==> src/rtl/alu_sequencer_pkg.sv <==
// Shared definitions for the calculator operand-entry sequencer: state encoding and
// the pointer-width helper used by the result history.
package alu_sequencer_pkg;

    localparam int STATE_W = 3;

    typedef enum logic [STATE_W-1:0] {
        S_OP   = 3'd0,
        S_A    = 3'd1,
        S_B    = 3'd2,
        S_EXEC = 3'd3,
        S_SHOW = 3'd4
    } state_e;

    // A one-entry history still needs a one-bit pointer to keep the declarations legal.
    function automatic int ptr_w(input int depth);
        return (depth > 1) ? $clog2(depth) : 1;
    endfunction

endpackage

==> src/rtl/alu_sequencer_if.sv <==
// Switch/keypad inputs, ALU core handshake and display/debug outputs of the sequencer.
// The master modport is the sequencer's view; slave is the surrounding board/ALU view.
interface alu_sequencer_if #(
    parameter int W     = 8,
    parameter int DEPTH = 4
);
    import alu_sequencer_pkg::*;

    localparam int CW = $clog2(DEPTH + 1);

    logic               enter;
    logic               chain;
    logic               hist_prev;
    logic [3:0]         sw_op;
    logic [W-1:0]       sw_data;
    logic               alu_done;
    logic [2*W-1:0]     alu_result;
    logic [3:0]         opcode;
    logic [W-1:0]       opA;
    logic [W-1:0]       opB;
    logic               alu_start;
    logic [2*W-1:0]     result;
    logic [2*W-1:0]     disp_value;
    logic [STATE_W-1:0] state_code;
    logic               timeout_err;
    logic [CW-1:0]      hist_count;

    modport master (
        input  enter, chain, hist_prev, sw_op, sw_data, alu_done, alu_result,
        output opcode, opA, opB, alu_start, result, disp_value, state_code,
               timeout_err, hist_count
    );

    modport slave (
        output enter, chain, hist_prev, sw_op, sw_data, alu_done, alu_result,
        input  opcode, opA, opB, alu_start, result, disp_value, state_code,
               timeout_err, hist_count
    );

endinterface

==> src/rtl/alu_sequencer_history.sv <==
// Ring buffer of accepted ALU results with a browse index counted back from the newest
// entry; the oldest entry is overwritten once the buffer is full.
module result_history_buffer
    import alu_sequencer_pkg::*;
#(
    parameter  int W2    = 16,
    parameter  int DEPTH = 4,
    localparam int CW    = $clog2(DEPTH + 1),
    localparam int PW    = ptr_w(DEPTH)
) (
    input  logic          clk,
    input  logic          rst,
    input  logic          push,
    input  logic [W2-1:0] push_data,
    input  logic          step,
    input  logic          clear,
    output logic [W2-1:0] rd_data,
    output logic [CW-1:0] count
);

    logic [W2-1:0] mem_q [DEPTH];
    logic [W2-1:0] mem_d [DEPTH];
    logic [PW-1:0] wr_ptr_q, wr_ptr_d;
    logic [CW-1:0] count_q, count_d;
    logic [CW-1:0] browse_q, browse_d;

    always_comb begin
        mem_d    = mem_q;
        wr_ptr_d = wr_ptr_q;
        count_d  = count_q;
        browse_d = browse_q;

        if (push) begin
            mem_d[wr_ptr_q] = push_data;
            wr_ptr_d = (wr_ptr_q == PW'(DEPTH - 1)) ? '0 : wr_ptr_q + 1'b1;
            if (count_q != CW'(DEPTH)) begin
                count_d = count_q + 1'b1;
            end
        end

        if (clear) begin
            browse_d = '0;
        end else if (step && (count_q != '0)) begin
            browse_d = (browse_q + 1'b1 == count_q) ? '0 : browse_q + 1'b1;
        end
    end

    always_ff @(posedge clk or posedge rst) begin
        if (rst) begin
            mem_q    <= '{default: '0};
            wr_ptr_q <= '0;
            count_q  <= '0;
            browse_q <= '0;
        end else begin
            mem_q    <= mem_d;
            wr_ptr_q <= wr_ptr_d;
            count_q  <= count_d;
            browse_q <= browse_d;
        end
    end

    // Newest entry sits just behind the write pointer; browse walks further back from it.
    assign rd_data = mem_q[PW'((int'(wr_ptr_q) + DEPTH - 1 - int'(browse_q)) % DEPTH)];
    assign count   = count_q;

endmodule

==> src/rtl/alu_sequencer.sv <==
// Operand-entry sequencer: collects opcode/A/B on enter pulses, runs the ALU core over a
// start/done handshake with a timeout, and records accepted results in a history buffer.
module alu_sequencer
    import alu_sequencer_pkg::*;
#(
    parameter int W       = 8,
    parameter int DEPTH   = 4,
    parameter int TIMEOUT = 64
) (
    input  logic           CLOCK_50,
    input  logic           reset,
    alu_sequencer_if.master bus
);

    localparam int TW = (TIMEOUT > 1) ? $clog2(TIMEOUT) : 1;
    localparam int CW = $clog2(DEPTH + 1);

    state_e           state_q, state_d;
    logic [3:0]       opcode_q, opcode_d;
    logic [W-1:0]     op_a_q, op_a_d;
    logic [W-1:0]     op_b_q, op_b_d;
    logic             alu_start_q, alu_start_d;
    logic [2*W-1:0]   result_q, result_d;
    logic             timeout_err_q, timeout_err_d;
    logic             res_valid_q, res_valid_d;
    logic [TW-1:0]    tcnt_q, tcnt_d;
    logic             hist_push, hist_step, hist_clear;
    logic [2*W-1:0]   hist_rd;
    logic [CW-1:0]    hist_count;

    always_comb begin
        state_d       = state_q;
        opcode_d      = opcode_q;
        op_a_d        = op_a_q;
        op_b_d        = op_b_q;
        alu_start_d   = 1'b0;
        result_d      = result_q;
        timeout_err_d = timeout_err_q;
        res_valid_d   = res_valid_q;
        tcnt_d        = tcnt_q;
        hist_push     = 1'b0;
        hist_step     = 1'b0;
        hist_clear    = 1'b0;

        case (state_q)
            S_OP: begin
                if (bus.enter) begin
                    opcode_d = bus.sw_op;
                    // Chain mode reuses the low half of the last result as A and skips its entry.
                    if (bus.chain && res_valid_q) begin
                        op_a_d  = result_q[W-1:0];
                        state_d = S_B;
                    end else begin
                        state_d = S_A;
                    end
                end
            end
            S_A: begin
                if (bus.enter) begin
                    op_a_d  = bus.sw_data;
                    state_d = S_B;
                end
            end
            S_B: begin
                if (bus.enter) begin
                    op_b_d      = bus.sw_data;
                    alu_start_d = 1'b1;
                    tcnt_d      = '0;
                    state_d     = S_EXEC;
                end
            end
            S_EXEC: begin
                // A done in the last allowed cycle still wins over the timeout.
                if (bus.alu_done) begin
                    result_d    = bus.alu_result;
                    res_valid_d = 1'b1;
                    hist_push   = 1'b1;
                    state_d     = S_SHOW;
                end else if (tcnt_q == TW'(TIMEOUT - 1)) begin
                    timeout_err_d = 1'b1;
                    state_d       = S_SHOW;
                end else begin
                    tcnt_d = tcnt_q + 1'b1;
                end
            end
            S_SHOW: begin
                if (bus.enter) begin
                    timeout_err_d = 1'b0;
                    hist_clear    = 1'b1;
                    state_d       = S_OP;
                end else if (bus.hist_prev) begin
                    hist_step = 1'b1;
                end
            end
            default: state_d = S_OP;
        endcase
    end

    always_ff @(posedge CLOCK_50 or posedge reset) begin
        if (reset) begin
            state_q       <= S_OP;
            opcode_q      <= '0;
            op_a_q        <= '0;
            op_b_q        <= '0;
            alu_start_q   <= 1'b0;
            result_q      <= '0;
            timeout_err_q <= 1'b0;
            res_valid_q   <= 1'b0;
            tcnt_q        <= '0;
        end else begin
            state_q       <= state_d;
            opcode_q      <= opcode_d;
            op_a_q        <= op_a_d;
            op_b_q        <= op_b_d;
            alu_start_q   <= alu_start_d;
            result_q      <= result_d;
            timeout_err_q <= timeout_err_d;
            res_valid_q   <= res_valid_d;
            tcnt_q        <= tcnt_d;
        end
    end

    result_history_buffer #(
        .W2    (2 * W),
        .DEPTH (DEPTH)
    ) u_history (
        .clk       (CLOCK_50),
        .rst       (reset),
        .push      (hist_push),
        .push_data (bus.alu_result),
        .step      (hist_step),
        .clear     (hist_clear),
        .rd_data   (hist_rd),
        .count     (hist_count)
    );

    assign bus.opcode      = opcode_q;
    assign bus.opA         = op_a_q;
    assign bus.opB         = op_b_q;
    assign bus.alu_start   = alu_start_q;
    assign bus.result      = result_q;
    assign bus.state_code  = state_q;
    assign bus.timeout_err = timeout_err_q;
    assign bus.hist_count  = hist_count;
    assign bus.disp_value  = ((state_q == S_SHOW) && (hist_count != '0)) ? hist_rd : result_q;

endmodule

==> src/flat_wrapper.sv <==
// flat-port wrapper written by rule: the top's interface ports become plain ports
module alu_sequencer_flat import alu_sequencer_pkg::*;
#(
    parameter int W       = 8,
    parameter int DEPTH   = 4,
    parameter int TIMEOUT = 64
)
  (CLOCK_50, reset, bus_enter, bus_chain, bus_hist_prev, bus_sw_op, bus_sw_data, bus_alu_done, bus_alu_result, bus_opcode, bus_opA, bus_opB, bus_alu_start, bus_result, bus_disp_value, bus_state_code, bus_timeout_err, bus_hist_count);
  alu_sequencer_if #(.W(W), .DEPTH(DEPTH)) bus_i ();
  input  logic CLOCK_50;
  input  logic reset;
  input wire logic [$bits(bus_i.enter)-1:0] bus_enter;
  input wire logic [$bits(bus_i.chain)-1:0] bus_chain;
  input wire logic [$bits(bus_i.hist_prev)-1:0] bus_hist_prev;
  input wire logic [$bits(bus_i.sw_op)-1:0] bus_sw_op;
  input wire logic [$bits(bus_i.sw_data)-1:0] bus_sw_data;
  input wire logic [$bits(bus_i.alu_done)-1:0] bus_alu_done;
  input wire logic [$bits(bus_i.alu_result)-1:0] bus_alu_result;
  output wire logic [$bits(bus_i.opcode)-1:0] bus_opcode;
  output wire logic [$bits(bus_i.opA)-1:0] bus_opA;
  output wire logic [$bits(bus_i.opB)-1:0] bus_opB;
  output wire logic [$bits(bus_i.alu_start)-1:0] bus_alu_start;
  output wire logic [$bits(bus_i.result)-1:0] bus_result;
  output wire logic [$bits(bus_i.disp_value)-1:0] bus_disp_value;
  output wire logic [$bits(bus_i.state_code)-1:0] bus_state_code;
  output wire logic [$bits(bus_i.timeout_err)-1:0] bus_timeout_err;
  output wire logic [$bits(bus_i.hist_count)-1:0] bus_hist_count;
  assign bus_i.enter = bus_enter;
  assign bus_i.chain = bus_chain;
  assign bus_i.hist_prev = bus_hist_prev;
  assign bus_i.sw_op = bus_sw_op;
  assign bus_i.sw_data = bus_sw_data;
  assign bus_i.alu_done = bus_alu_done;
  assign bus_i.alu_result = bus_alu_result;
  assign bus_opcode = bus_i.opcode;
  assign bus_opA = bus_i.opA;
  assign bus_opB = bus_i.opB;
  assign bus_alu_start = bus_i.alu_start;
  assign bus_result = bus_i.result;
  assign bus_disp_value = bus_i.disp_value;
  assign bus_state_code = bus_i.state_code;
  assign bus_timeout_err = bus_i.timeout_err;
  assign bus_hist_count = bus_i.hist_count;
  alu_sequencer #(.W(W), .DEPTH(DEPTH), .TIMEOUT(TIMEOUT)) u_core (.CLOCK_50(CLOCK_50), .reset(reset), .bus(bus_i));
endmodule
==> config.mk <==
export PLATFORM = sky130hd
export DESIGN_NAME = alu_sequencer_flat
export DESIGN_NICKNAME = d
export VERILOG_FILES = /design/src/rtl/alu_sequencer_pkg.sv /design/src/rtl/alu_sequencer_if.sv /design/src/rtl/alu_sequencer_history.sv /design/src/rtl/alu_sequencer.sv /design/src/flat_wrapper.sv
export SDC_FILE = /design/constraint.sdc
export NUM_CORES = 1
export LEC_CHECK = 0
export CORE_ASPECT_RATIO = 1.25
export CORE_MARGIN = 4
export CORE_UTILIZATION = 53
export DETAILED_ROUTE_END_ITERATION = 16
export HOLD_SLACK_MARGIN = 0.1
export PLACE_DENSITY = 0.8
export SLEW_MARGIN = 20
export SYNTH_ARGS = -nofsm -noshare
export SYNTH_HDL_FRONTEND = slang
export SYNTH_SLANG_ARGS = --single-unit
==> constraint.sdc <==
create_clock -name CLOCK_50 -period 4.62 [get_ports CLOCK_50]
set_input_delay 0.693 -clock CLOCK_50 [delete_from_list [all_inputs] [get_ports CLOCK_50]]
set_output_delay 0.693 -clock CLOCK_50 [all_outputs]
set_load 0.1 [all_outputs]
==> results of run 1 <==
how the worst max path moves through the flow:
stage | startpoint | end | slack, ps
finish | u_core.u_history.count[0]$_DFFE_PP0P_ | bus_disp_value[14] | 950
global route | u_core.u_history.count[0]$_DFFE_PP0P_ | bus_disp_value[14] | 770
CTS | u_core.u_history.count[0]$_DFFE_PP0P_ | bus_disp_value[14] | 920
detailed placement | u_core.u_history.count[0]$_DFFE_PP0P_ | bus_disp_value[14] | 1380
global placement | u_core.u_history.count[0]$_DFFE_PP0P_ | bus_disp_value[14] | 1470
floorplan | u_core.u_history.count[0]$_DFFE_PP0P_ | bus_disp_value[10] | 240
kinds of logic (layout without fill, tap and decap cells):
family / Yosys count / count (layout) / synth area share [%]
compound gates: 42 / 42 / 6.288
xor+xnor: 6 / 6 / 1.196
fa+ha+maj: 9 / 9 / 1.993
buf+inv: 27 / 137 / 2.679
flops: 120 / 120 / 53.13
mux: 120 / 120 / 23.18
simple gates: 140 / 140 / 11.53
metrics by stage:
| step | instances | util (%) |
|---|---|---|
| 2_1_floorplan | 464 | - |
| 3_3_place_gp | 672 | 64.62 |
| 3_5_place_dp | 672 | 64.62 |
| 4_1_cts | 703 | 70.27 |
| 5_1_grt | 703 | 70.27 |
| 6_report | 703 | 70.27 |
registers in the layout (all words and copies together), names as in the netlist:
signal	cells
u_core.u_history.browse_q	3
u_core.bus.timeout_err	1
u_core.bus.opA	8
u_core.u_history.count	3
u_core.u_history.mem_q	64
u_core.bus.opcode	4
u_core.bus.result	16
u_core.bus.state_code	3
u_core.u_history.wr_ptr_q	2
u_core.tcnt_q	6
u_core.res_valid_q	1
u_core.bus.opB	8
u_core.bus.alu_start	1
area by class of cell:
class / instances / area (µm²) / area share, %
Timing Repair Buffer: 98 / 928.4 / 12.88
Multi-Input combinational cell: 317 / 2505 / 34.74
Inverter: 8 / 32.53 / 0.4512
Clock buffer: 20 / 456.7 / 6.335
Sequential cell: 120 / 3003 / 41.65
Clock inverter: 11 / 122.6 / 1.701
Tap cell: 129 / 161.4 / 2.239
critical path, cell delays in order, from the launching register on:
cell and delay (ps):
sky130_fd_sc_hd__dfrtp_1 420, sky130_fd_sc_hd__inv_1 120, sky130_fd_sc_hd__ha_1 200, sky130_fd_sc_hd__nand2b_1 140
sky130_fd_sc_hd__nand2_2 340, sky130_fd_sc_hd__or2_1 730, sky130_fd_sc_hd__o221a_1 330, sky130_fd_sc_hd__buf_4 290
metal layers:
metal | up-vias | part of all wire, %
met5 | - | 0
met4 | 0 | 1.6
met3 | 16 | 5.5
met2 | 100 | 52
met1 | 2004 | 41
li1 | 1830 | -
cell usage in the layout, fill, tap and decap left out, types with 3 or more instances in the layout:
cell type | Yosys | final
sky130_fd_sc_hd__clkinv_2 | 0 | 3
sky130_fd_sc_hd__and3_1 | 3 | 3
sky130_fd_sc_hd__mux2_2 | 21 | 21
sky130_fd_sc_hd__nor3_1 | 3 | 3
sky130_fd_sc_hd__nand2_4 | 4 | 4
sky130_fd_sc_hd__ha_1 | 9 | 9
sky130_fd_sc_hd__clkinvlp_4 | 0 | 4
sky130_fd_sc_hd__a21oi_1 | 10 | 10
sky130_fd_sc_hd__inv_1 | 7 | 6
sky130_fd_sc_hd__nor2_1 | 8 | 8
sky130_fd_sc_hd__nand3b_1 | 3 | 3
sky130_fd_sc_hd__nand2_1 | 96 | 96
sky130_fd_sc_hd__o221ai_2 | 8 | 8
sky130_fd_sc_hd__mux2_1 | 66 | 66
sky130_fd_sc_hd__buf_4 | 1 | 21
sky130_fd_sc_hd__nand2b_1 | 5 | 5
sky130_fd_sc_hd__dfrtp_1 | 120 | 120
sky130_fd_sc_hd__clkbuf_16 | 0 | 17
sky130_fd_sc_hd__o221ai_1 | 7 | 7
sky130_fd_sc_hd__mux2i_1 | 33 | 33
sky130_fd_sc_hd__clkdlybuf4s50_1 | 0 | 77
sky130_fd_sc_hd__nand3_1 | 5 | 5
sky130_fd_sc_hd__o21ai_0 | 5 | 5
==> summary.md, run 1 <==
| Metric | Value |
|---|---|
| Clock tree root driver cell | `sky130_fd_sc_hd__clkbuf_16` |
| Launch point of the worst reg-to-reg path | `u_core.bus.state_code[1]$_DFFE_PP0P_` |
| Die Y | `123.5 µm` |
| Number of nets produced by synthesis | `507` |
| Post-layout min period | `3674 ps` |
| Count of port buffers added during placement | `93` |
| Final clock period utilization by the worst path | `79.51%` |
| Area delta synth->final | `27.56%` |
| Kind of end point of the critical path | `output port` |
| H-tree level count | `4` |
| Via density | `5.619` |
| Clock tree from TritonCTS | `yes` |
| Finished Cell Area | `7209 µm²` |
| Via count of the first global-routing pass | `4330` |
| CTS resizes | `0` |
| Final worst clock skew | `7.377 ps` |
| Antenna violation net count after detailed routing | `0` |
| Setup repair after global routing missed its margin | `false` |
| Clock latency of the later-clocked register in the worst-skew pair | `420 ps` |
| Relative max-transition margin | `30.27%` |
| Fraction of final layout cells sized beyond drive strength 1 | `15.51%` |
| Post-Synthesis Cell Area | `5652 µm²` |
| Hold violation count in the final report | `0` |
| Worst Hold End | `u_core.bus.opB[1]$_DFFE_PP0P_` |
| Setup slack on the worst flop-to-flop path | `2030 ps` |
| Synth area leaders | `sky130_fd_sc_hd__dfrtp_1 53%, sky130_fd_sc_hd__mux2_1 13%, sky130_fd_sc_hd__nand2_1 6.4%` |
| Wire per inst | `18.24 µm` |
| Synth cell types | `48` |
| Maximum number of pins on one net before global-route repair | `78` |
| TritonRoute pass-1 iters | `4` |
| Setup Buffers After CTS | `0` |
| Via Count | `3950` |
| Worst-case setup margin in the final layout | `946.5 ps` |
| Clk slew on worst S/H paths | `60 ps` |
| Initial drt markers | `127` |
| Count of mapped cells out of synthesis | `464` |
| Global-route met1 utilization | `26.98%` |
| Area of the placeable core | `10260 µm²` |
| Met3 usage in global routing | `7.788%` |
| Worst endpoint required time | `3930 ps` |
| GRT Resource Usage Total | `22.61%` |
| Number of storage elements in the synthesis netlist | `120` |
| Yosys top cell area share | `53.13%` |
| Sequential cell area fraction in the yosys report | `53.13%` |
| Startpoint of the worst hold path | `u_core.bus.opB[1]$_DFFE_PP0P_` |
| Post-Synthesis Mean Instance Area | `12.18 µm²` |
| Max Fanout on Critical Path | `17` |
| First-pass GRT wire length | `21560 µm` |
| Floorplan die width | `100.4 µm` |
| Slew @ Worst Pin | `1046 ps` |
| Most numerous cell in the Yosys netlist | `sky130_fd_sc_hd__dfrtp_1` |
| Cell depth of the worst min-delay path | `2` |
| Effective utilization at floorplan | `55.09%` |
| Setup TNS | `0 ps` |
| Number of endpoints failing setup at the final stage | `0` |
| HPWL after detailed placement | `8660 µm` |
| Residual overflow from global routing | `0` |
| Critical path class | `reg -> out` |
| Cell area after placement | `6630 µm²` |
| Class of the worst hold path | `reg -> reg` |
| Clock Sink Count | `120` |
| Number of antenna violations at the first check in global routing | `0` |
| Maximum frequency from static timing analysis | `272.2 MHz` |
| Max-cap check violation count | `0` |
| Synth async-reset ratio | `100.0%` |
| Number of buffers created by CTS | `17` |
| Number of filler instances in the final layout | `732` |
| Top Ports | `94` |
| Critical R2R Capture | `u_core.u_history.mem_q[37]$_DFFE_PP0P_` |
| Total number of yosys warnings | `0` |
| Worst Reg2Reg Path Length in Cells | `4` |
| Count of flip-flops with a built-in enable after synthesis | `0` |
| Row count | `41` |
| Gr busiest metal | `met2` |
| Number of max-slew violations in the final report | `0` |
| Data arrival at the endpoint of the critical path | `2980 ps` |
| CP startpoint kind | `register` |
| List of most frequent post-synthesis cells | `120 x sky130_fd_sc_hd__dfrtp_1, 96 x sky130_fd_sc_hd__nand2_1, 66 x sky130_fd_sc_hd__mux2_1` |
| Gp weighted congestion | `0.8199` |
| Main flop type after synthesis | `sky130_fd_sc_hd__dfrtp_1` |
| Clk buf depth | `2` |
| Largest area contributor in the synthesized netlist | `sky130_fd_sc_hd__dfrtp_1` |
| Total wirelength of the detailed-routed design | `12820 µm` |
| Nets | `605` |
| Remaining DRCs | `0` |
| Outcome | `completed` |
| Diodes inserted | `0` |
| Minimum hold slack | `479.9 ps` |
| Met2 demand-to-capacity share in global routing | `38.43%` |
| Die Area | `12390 µm²` |
| Worst setup slack after placement | `1381 ps` |
| Hold bufs inserted after CTS | `0` |
Power of run 1 is left out: the tool's default activity adds up to more than one toggle a clock period on the data nets, which glitch-free logic cannot reach.
==> inputs of run 2 (changes only) <==
Settings changed: CORE_UTILIZATION 53 to 48, PLACE_DENSITY 0.8 to 0.76.
Clock period 4.62 ns to 2.9 ns, I/O delays scaled along.
==> run 2 against run 1 <==
Compared with the run above: setup slack got worse by 860 ps; critical path depth increased by 1; die area increased by 9.6%; sequential share of layout area decreased by 2.0 points; clock-buffer cell count increased by 2; utilization decreased by 4.6 points; first-iteration DRC count increased by 7.1%; largest cell class unchanged; sequential cell count unchanged; highest routed layer unchanged; global-route usage decreased by 1.9 points.
==> summary.md, run 2 (synthesis gave the netlist of run 1 again) <==
| Metric | Value |
|---|---|
| Area delta synth->final | `34.29%` |
| Die Y | `129.3 µm (+4.7%)` |
| HPWL after detailed placement | `9138 µm (+5.5%)` |
| Minimum hold slack | `444.6 ps (-35.24 ps)` |
| Final clock period utilization by the worst path | `96.95%` |
| Number of max-slew violations in the final report | `0 (unchanged)` |
| Top Ports | `94 (unchanged)` |
| Relative max-transition margin | `59.15% (+29 points)` |
| Critical path class | `reg -> out` |
| CP startpoint kind | `register` |
| Clock Sink Count | `120 (unchanged)` |
| Number of antenna violations at the first check in global routing | `0 (unchanged)` |
| Maximum frequency from static timing analysis | `355.7 MHz` |
| Clock tree root driver cell | `sky130_fd_sc_hd__clkbuf_16` |
| Clk buf depth | `2 (unchanged)` |
| Reg with most FFs | `u_core.u_history.mem_q` |
| Via density | `5.525 (-1.7%)` |
| Family with the most delay on the worst path | `buffers and inverters` |
| Remaining DRCs | `0 (unchanged)` |
| Slew @ Worst Pin | `610.1 ps (-436.0 ps)` |
| Residual overflow from global routing | `0 (unchanged)` |
| Max Fanout on Critical Path | `5 (-12)` |
| Number of endpoints failing setup at the final stage | `0 (unchanged)` |
| Setup repair after global routing missed its margin | `false` |
| Class of the worst hold path | `in -> async` |
| Worst endpoint required time | `2470 ps (-1460 ps)` |
| Diodes inserted | `0 (unchanged)` |
| Most common cell after layout, fill and taps aside | `sky130_fd_sc_hd__dfrtp_1` |
| Data arrival at the endpoint of the critical path | `2380 ps (-600 ps)` |
| Final worst clock skew | `5.027 ps (-2.350 ps)` |
| Logic depth of the worst path, buffers included | `8 (+1)` |
| Number of filler instances in the final layout | `881 (+20%)` |
| Area of the placeable core | `11560 µm² (+13%)` |
| TritonRoute pass-1 iters | `4 (unchanged)` |
| Kind of end point of the critical path | `output port` |
| Slowest-stage cell, CP | `sky130_fd_sc_hd__dfrtp_1` |
| Finished Cell Area | `7590 µm² (+5.3%)` |
| Row count | `44 (+7.3%)` |
| Clock tree from TritonCTS | `yes` |
| Clk slew on worst S/H paths | `50 ps (about the same)` |
| Total wirelength of the detailed-routed design | `13360 µm (+4.2%)` |
| Post-layout min period | `2812 ps` |
| Nets | `619 (+2.3%)` |
| H-tree level count | `4 (unchanged)` |
| Hold violation count in the final report | `0 (unchanged)` |
| Via Count | `4011 (+1.5%)` |
| Die Area | `13590 µm² (+9.6%)` |
| Outcome | `completed` |
| Hold bufs inserted after CTS | `0 (unchanged)` |
| Ordered cell list for the critical path | `inv_1 -> ha_2 -> xor2_4 -> xnor2_4 -> buf_6 -> mux2_1 -> o221a_1 -> buf_12` |
| Max-cap check violation count | `0 (unchanged)` |
| First-pass GRT wire length | `21870 µm (+1.4%)` |
| Worst Reg2Reg Path Length in Cells | `4 (unchanged)` |
| Wire per inst | `18.40 µm (+0.86%)` |
| Clock latency of the later-clocked register in the worst-skew pair | `410 ps (about the same)` |
| Most used cells in the layout excluding fill and tap cells | `114 x sky130_fd_sc_hd__dfrtp_1, 96 x sky130_fd_sc_hd__nand2_1, 66 x sky130_fd_sc_hd__mux2_1` |
| Via count of the first global-routing pass | `4294 (-0.83%)` |
| Initial drt markers | `136 (+7.1%)` |
| Fraction of final layout cells sized beyond drive strength 1 | `28.06% (+13 points)` |
| Antenna violation net count after detailed routing | `0 (unchanged)` |
| Buffer and inverter count on the worst path | `3 (+1)` |
| Number of buffers created by CTS | `17 (unchanged)` |
| Cell area after placement | `6888 µm² (+3.9%)` |
| Count of port buffers added during placement | `93 (unchanged)` |
| Floorplan die width | `105.1 µm (+4.7%)` |
| Critical path's largest stage delay | `370 ps (-360 ps)` |
| Largest register FFs | `64 (unchanged)` |
| Gp weighted congestion | `0.8280 (+0.99%)` |
| Effective utilization at floorplan | `48.89% (-6.2 points)` |
| GRT Resource Usage Total | `20.73% (-1.9 points)` |
| Maximum number of pins on one net before global-route repair | `52 (-33%)` |
==> run 2: cell count changes in the layout (fill, tap and decap cells not counted), moves of 4 or more <==
cell,before,now
sky130_fd_sc_hd__o221ai_1,7,0
sky130_fd_sc_hd__buf_12,0,19
sky130_fd_sc_hd__clkdlybuf4s50_1,77,33
sky130_fd_sc_hd__mux2i_1,33,29
sky130_fd_sc_hd__o221ai_2,8,14
sky130_fd_sc_hd__dfrtp_1,120,114
sky130_fd_sc_hd__mux2i_2,0,4
sky130_fd_sc_hd__dfrtp_2,0,6
sky130_fd_sc_hd__buf_4,21,58
==> run 2: through the flow <==
stage	setup WS, ps	std cells	utilization [%]	setup TNS (ps)
floorplan	-274.8	464	-	-3104
global placement	87.00	690	59.58	0
detailed placement	9.981	690	59.58	0
CTS	6.642	724	65.24	0
global route	11.27	726	65.65	0
finish	88.41	726	65.65	0
==> run 2: cell type report <==
cell class,instances,area [µm²],share of cell area [%]
Timing Repair Buffer,112,1169,15.40
Multi-Input combinational cell,317,2608,34.36
Tap cell,138,172.7,2.275
Sequential cell,120,3010,39.66
Inverter,8,33.78,0.4451
Clock buffer,22,474.2,6.248
Clock inverter,9,122.6,1.616
==> run 2: path summary, 6_finish.rpt <==
check	startpoint	endpoint	slack, ps
max reg2reg	u_core.bus.state_code[2]$_DFFE_PP0P_	u_core.u_history.mem_q[5]$_DFFE_PP0P_	940
max	u_core.u_history.browse_q[0]$_DFFE_PP0P_	bus_disp_value[14]	90
min	reset	u_core.tcnt_q[3]$_DFFE_PP0P_	440
min in group CLOCK_50	u_core.bus.opB[6]$_DFFE_PP0P_	u_core.bus.opB[6]$_DFFE_PP0P_	480
min reg2reg	u_core.bus.opB[6]$_DFFE_PP0P_	u_core.bus.opB[6]$_DFFE_PP0P_	480
max in group asynchronous	reset	u_core.u_history.count[1]$_DFFE_PP0P_	1740
==> run 2: routing by layer <==
layer | global-route usage [%] | part of all wire, % | vias to the layer above
met4 | 7.799 | 1.4 | 0
met1 | 23.74 | 40 | 2015
met3 | 6.228 | 6.0 | 18
met5 | 0 | 0 | -
li1 | - | - | 1866
met2 | 36.76 | 53 | 112
==> run 2: worst register-to-register path: cells and delay by family (launching register included) <==
kind / cells / cell delay (ps)
simple gates: 3 / 980
mux: 1 / 390
flops: 1 / 460
==> run 2: repair_timing <==
item	in CTS	in global routing
endpoints found under the setup margin	16	15
pin swaps	1	0
gates resized for setup	3	7
setup buffers	3	2
Power of run 2 is left out for the same reason.
